[config.mk]
export PLATFORM = sky130hd
export DESIGN_NAME = load_store_multiple_sequencer
export DESIGN_NICKNAME = d
export VERILOG_FILES = /design/src/rtl/load_store_multiple_sequencer.sv
export SDC_FILE = /design/constraint.sdc
export NUM_CORES = 1
export LEC_CHECK = 0
export ABC_CLOCK_PERIOD_IN_PS = 2800
export CAP_MARGIN = 20
export CORE_MARGIN = 8
export CORE_UTILIZATION = 59
export CTS_CLUSTER_DIAMETER = 80
export CTS_CLUSTER_SIZE = 25
export DETAILED_ROUTE_END_ITERATION = 16
export DONT_BUFFER_PORTS = 1
export PLACE_DENSITY = 0.82
export SKIP_CTS_REPAIR_TIMING = 1
export SYNTH_ARGS = -nofsm -noshare
export SYNTH_HDL_FRONTEND = slang
export SYNTH_SLANG_ARGS = --single-unit
[constraint.sdc]
create_clock -name clock_i -period 2.8 [get_ports clock_i]
set_input_delay 0.14 -clock clock_i [delete_from_list [all_inputs] [get_ports clock_i]]
set_output_delay 0.14 -clock clock_i [all_outputs]
set_load 0.01 [all_outputs]
[src/rtl/load_store_multiple_sequencer.sv]
// load_store_multiple_sequencer
// Sits between the D-format decoder and issue. Ordinary ops pass through a
// one-entry output register; lmw/stmw are cracked into one lwz/stw micro-op
// per register RT..31, stalling decode until the last micro-op leaves.
// Optional feature macro: LSM_INVALID_FORM_CHECK_EN (flags lmw with RA in
// [RT,31] as illegal instead of cracking it).
module load_store_multiple_sequencer #(
  parameter int opcodeWidth = 6,
  parameter int regWidth    = 5,
  parameter int immWidth    = 64,
  parameter int LMW_OPCODE  = 46,
  parameter int STMW_OPCODE = 47,
  parameter int LWZ_OPCODE  = 32,
  parameter int STW_OPCODE  = 36,
  parameter int WORD_BYTES  = 4
) (
  input  logic                   clock_i,
  input  logic                   reset_n_i,
  input  logic                   enable_i,
  output logic                   ready_o,
  input  logic [opcodeWidth-1:0] opcode_i,
  input  logic [regWidth-1:0]    reg1_i,
  input  logic [regWidth-1:0]    reg2_i,
  input  logic                   reg2ValOrZero_i,
  input  logic [immWidth-1:0]    imm_i,
  output logic                   valid_o,
  input  logic                   ready_i,
  output logic [opcodeWidth-1:0] opcode_o,
  output logic [regWidth-1:0]    reg1_o,
  output logic [regWidth-1:0]    reg2_o,
  output logic                   reg2ValOrZero_o,
  output logic [immWidth-1:0]    imm_o,
  output logic                   last_o,
  output logic                   illegal_o
);

  localparam logic [opcodeWidth-1:0] LMW_OP    = opcodeWidth'(LMW_OPCODE);
  localparam logic [opcodeWidth-1:0] STMW_OP   = opcodeWidth'(STMW_OPCODE);
  localparam logic [opcodeWidth-1:0] LWZ_OP    = opcodeWidth'(LWZ_OPCODE);
  localparam logic [opcodeWidth-1:0] STW_OP    = opcodeWidth'(STW_OPCODE);
  localparam logic [immWidth-1:0]    WORD_STEP = immWidth'(WORD_BYTES);
  localparam logic [regWidth-1:0]    LAST_REG  = '1;

  typedef enum logic [1:0] {IDLE, PASS, CRACK} state_t;

  state_t                 state_q, state_d;
  logic                   valid_q, valid_d;
  logic                   last_q, last_d;
  logic                   illegal_q, illegal_d;
  logic [opcodeWidth-1:0] opcode_q, opcode_d;
  logic [regWidth-1:0]    reg1_q, reg1_d;
  logic [regWidth-1:0]    reg2_q, reg2_d;
  logic                   reg2_zero_q, reg2_zero_d;
  logic [immWidth-1:0]    imm_q, imm_d;

  logic                   take;
  logic                   transfer;
  logic                   is_lmw;
  logic                   is_multiple;
  logic                   invalid_form;
  logic [regWidth-1:0]    reg1_next;

  // A new op may enter when the register is empty or its final micro-op is leaving now.
  assign ready_o     = !valid_q || (ready_i && last_q);
  assign take        = enable_i && ready_o;
  assign transfer    = valid_q && ready_i;
  assign is_lmw      = (opcode_i == LMW_OP);
  assign is_multiple = is_lmw || (opcode_i == STMW_OP);
  assign reg1_next   = reg1_q + regWidth'(1);

`ifdef LSM_INVALID_FORM_CHECK_EN
  // An lmw whose base register would be overwritten by the load sequence is not cracked.
  assign invalid_form = is_lmw && (reg2_i >= reg1_i);
`else
  assign invalid_form = 1'b0;
`endif

  assign valid_o         = valid_q;
  assign last_o          = last_q;
  assign illegal_o       = illegal_q;
  assign opcode_o        = opcode_q;
  assign reg1_o          = reg1_q;
  assign reg2_o          = reg2_q;
  assign reg2ValOrZero_o = reg2_zero_q;
  assign imm_o           = imm_q;

  // State and output register; reset abandons any instruction being cracked.
  always_ff @(posedge clock_i or negedge reset_n_i) begin
    if (!reset_n_i) begin
      state_q     <= IDLE;
      valid_q     <= 1'b0;
      last_q      <= 1'b0;
      illegal_q   <= 1'b0;
      opcode_q    <= '0;
      reg1_q      <= '0;
      reg2_q      <= '0;
      reg2_zero_q <= 1'b0;
      imm_q       <= '0;
    end else begin
      state_q     <= state_d;
      valid_q     <= valid_d;
      last_q      <= last_d;
      illegal_q   <= illegal_d;
      opcode_q    <= opcode_d;
      reg1_q      <= reg1_d;
      reg2_q      <= reg2_d;
      reg2_zero_q <= reg2_zero_d;
      imm_q       <= imm_d;
    end
  end

  // Next-state: load a new op, step through a crack, or drain to idle; otherwise hold.
  always_comb begin
    state_d     = state_q;
    valid_d     = valid_q;
    last_d      = last_q;
    illegal_d   = illegal_q;
    opcode_d    = opcode_q;
    reg1_d      = reg1_q;
    reg2_d      = reg2_q;
    reg2_zero_d = reg2_zero_q;
    imm_d       = imm_q;

    if (take) begin
      valid_d     = 1'b1;
      reg1_d      = reg1_i;
      reg2_d      = reg2_i;
      reg2_zero_d = reg2ValOrZero_i;
      imm_d       = imm_i;
      illegal_d   = 1'b0;
      if (is_multiple && !invalid_form) begin
        opcode_d = is_lmw ? LWZ_OP : STW_OP;
        last_d   = (reg1_i == LAST_REG);
        state_d  = (reg1_i == LAST_REG) ? PASS : CRACK;
      end else begin
        opcode_d  = opcode_i;
        last_d    = 1'b1;
        illegal_d = invalid_form;
        state_d   = PASS;
      end
    end else if (transfer) begin
      if (state_q == CRACK && !last_q) begin
        reg1_d = reg1_next;
        imm_d  = imm_q + WORD_STEP;
        last_d = (reg1_next == LAST_REG);
      end else begin
        valid_d   = 1'b0;
        last_d    = 1'b0;
        illegal_d = 1'b0;
        state_d   = IDLE;
      end
    end
  end

endmodule
==> results by group <==
Yosys
  • Post-synth top area cell: dfrtp_1
  • Yosys warnings: 0
  • Most frequent cell after synthesis: nand2_1
  • Post-synth top area share: 43.9%
  • Ys flop type: dfrtp_1
  • #FFs+latches synth: 85
  • Seq/Total Area, Yosys: 43.9%
  • Mean post-synth cell area: a little under 9 um2
  • Post-synthesis async set-or-reset flop share: 100%
  • Post-synth EDFFs: 0
  • Synthesized instance count: about 560
  • Ranking of synthesized cells by area: dfrtp_1 44%, nand2_1 9.0%, nand3_1 6.1%
  • Yosys cell types: 52
  • Top cells by instance count after synthesis: 116 x nand2_1, 85 x dfrtp_1, 59 x nand3_1
  • Mapped Area: about 4800 um2
  • Synth Net Count: ~650

Drt
  • Drt pass-1 iters: 5
  • Vias/cell: around 6.7
  • DRC violations left: 0
  • Antenna viol nets, final: 0
  • WL/cell: between 20 and 25 um
  • Initial drt markers: about 520
  • Vias post-DR: 5011
  • WL final: about 17000 um

Power and ir drop
  • Pwr dens: ~950 nW/um2
  • Leakage: ~2.5 nW
  • Worst vdd ir: roughly 600 uV

Floorplanning
  • IO Count: 170
  • Die height: approximately 110 um
  • Die Wd: between 100 and 150 um
  • FP Rows: 33
  • Core Region: slightly above 8000 um2
  • Die area: 11400 um2
  • Initial Util: between 50% and 60%

Clock network
  • CTS sink cnt: 85
  • CTS Buf Count: 9
  • Clk_lat worst skew: between 0.3 and 0.4 ns
  • Root Buffer: clkbuf_8
  • CTS Buffer Depth: 2
  • CTS tree: built
  • H-Tree Level Count: 3
  • Clk pin slew, worst setup/hold paths: around 0.1 ns

Finish
  • Nets: 726
  • Share of layout cells above drive strength 1: 6.84%
  • Layout fillers: 597
  • Antenna Cells: 0
  • P&R area growth vs syn: 24.6%
  • Post-route cell area: approximately 6000 um2

Critical path
  • Critical Path Start Type: flop
  • WS Path Type: flop to flop
  • Max FO, Critical Path: 6
  • CP Capture Type: flop
  • Worst path required time: about 3.1 ns
  • CP Data Arrival Time: roughly 2.7 ns

Timing
  • # setup viols final: 0
  • Final hold vios: 1
  • Slew headroom: between 60% and 70%
  • Max Clk Rate: between 0.4 and 0.5 GHz
  • Setup_tns: 0 ns
  • Worst-Margin Slew: 0.566 ns
  • Worst Skew: 0.0141 ns
  • Fin crit share: about 88%
  • Final slew viol count: 0
  • RSZ-0062 raised after global routing: no
  • Worst hold slack: -0.00938 ns
  • Tmin final: between 2 and 2.5 ns

GRT
  • M3 GR Usage: about a tenth
  • Tot GR Track Use: 25.9%
  • First-pass GRT wire length: roughly 24000 um
  • GR peak layer: met2
  • Largest net degree at the start of global routing: 86
  • GR met2 Demand/Resource: between 30 and 40%
  • Antenna violations before repair: 0
  • GR Overflow Total: 0
  • Vias in the first global route: between 4000 and 5000
  • M1 GR Usage: 31.8%

Placement
  • I/O Buffers: 0
  • DP Area: between 4000 and 5000 um2
  • RePlAce Congestion: between 0.9 and 1
  • Final HPWL DP: around 11000 um

Hold path
  • Worst min path class: primary input to flop

Status
  • Status: finished with violations
  • Violations in the final reports: hold timing

Flow run
  • Max-cap viol count: 0
-- through the flow --
stage	setup slack (ns)	std cells	util [%]	power, mW
final	0.333	748	74.6	5.71
after global placement	0.432	650	61.7	4.49
after detailed placement	0.409	650	61.7	4.61
after global routing	0.147	748	74.6	6.05
after floorplan	0.749	559	-	3.91
after CTS	0.361	666	64.3	5.52
-- logic make-up after synthesis --
kind of cell	after synthesis	share of synthesized area, %
buffers and inverters	33	2.71
flip-flops	85	43.9
AO/OA/AOI/OAI	107	15.3
adder cells (fa/ha/maj)	3	0.774
XOR/XNOR	16	2.89
other	1	0.0773
AND/OR/NAND/NOR	307	32.9
multiplexers	7	1.47
-- cells in the final DEF, fill, tap and decap left out, drive strengths merged, types with 2 or more instances in the layout --
| cell | count |
|---|---|
| nor2 | 30 |
| o311ai | 5 |
| or4 | 8 |
| nor3 | 11 |
| o21bai | 2 |
| xnor2 | 4 |
| clkinvlp | 3 |
| a31oi | 6 |
| nor3b | 2 |
| nand3 | 59 |
| a21o | 5 |
| clkbuf | 10 |
| and4 | 8 |
| and3 | 15 |
| ha | 3 |
| o211ai | 23 |
| or3 | 8 |
| xor2 | 12 |
| dfrtp | 85 |
| nand4 | 30 |
| nand2 | 116 |
| a221o | 11 |
| inv | 8 |
| and2 | 5 |
| mux2i | 6 |
| nor4 | 9 |
| a21oi | 9 |
| a22o | 3 |
| o21ai | 28 |
| dlygate4sd3 | 81 |
| buf | 13 |
| a22oi | 10 |
-- power breakdown --
part / total (mW) / switching, mW / leakage (nW) / internal, mW
sequential: 3.06 / 1.25 / 1.04 / 1.81
clock: 0.916 / 0.475 / 0.0951 / 0.441
combinational: 1.73 / 0.969 / 1.34 / 0.763
total: 5.71 / 2.70 / 2.48 / 3.01
-- flip-flops by register name, summed over array words and instances (netlist names) --
signal	flops
reg2_o	5
reg2ValOrZero_o	1
last_o	1
imm_o	64
reg1_o	5
state_q	2
valid_o	1
opcode_o	6
-- path summary, 6_finish.rpt --
path | startpoint | slack (ns) | end | cells after the start
max | imm_o[3]$_DFFE_PN0P_ | 0.33 | imm_o[46]$_DFFE_PN0P_ | 7
min reg2reg | opcode_o[2]$_DFFE_PN0P_ | 0.56 | opcode_o[2]$_DFFE_PN0P_ | 2
min in group asynchronous | reset_n_i | 0.33 | imm_o[7]$_DFFE_PN0P_ | 2
max in group asynchronous | reset_n_i | 2.09 | imm_o[16]$_DFFE_PN0P_ | 2
max reg2reg | imm_o[3]$_DFFE_PN0P_ | 0.33 | imm_o[46]$_DFFE_PN0P_ | 7
min | imm_i[2] | -0.009 | imm_o[2]$_DFFE_PN0P_ | 2
-- worst max-delay path, cell delays in order (launching register included) --
cell and delay, ns:
dfrtp_1 0.48, ha_1 0.25, and3_1 0.24, nand4_1 0.31, nor4_4 0.57, nand4_1 0.18, xor2_1 0.17, o21ai_0 0.17
-- metal layers --
| layer | part of all wire (%) | vias to the layer above |
|---|---|---|
| li1 | - | 2245 |
| met1 | 38 | 2409 |
| met2 | 49 | 319 |
| met3 | 11 | 38 |
| met4 | 2.5 | 0 |
| met5 | 0 | - |
-- layout make-up --
cell class | count | area [um2] | share of cell area (%)
Clock inverter | 6 | 70.1 | 1.16
Inverter | 7 | 26.3 | 0.435
Multi-Input combinational cell | 441 | 2590 | 43.0
Sequential cell | 85 | 2130 | 35.2
Timing Repair Buffer | 94 | 953 | 15.8
Tap cell | 105 | 131 | 2.17
Clock buffer | 10 | 138 | 2.28
Power figures use the tool's default switching activity.
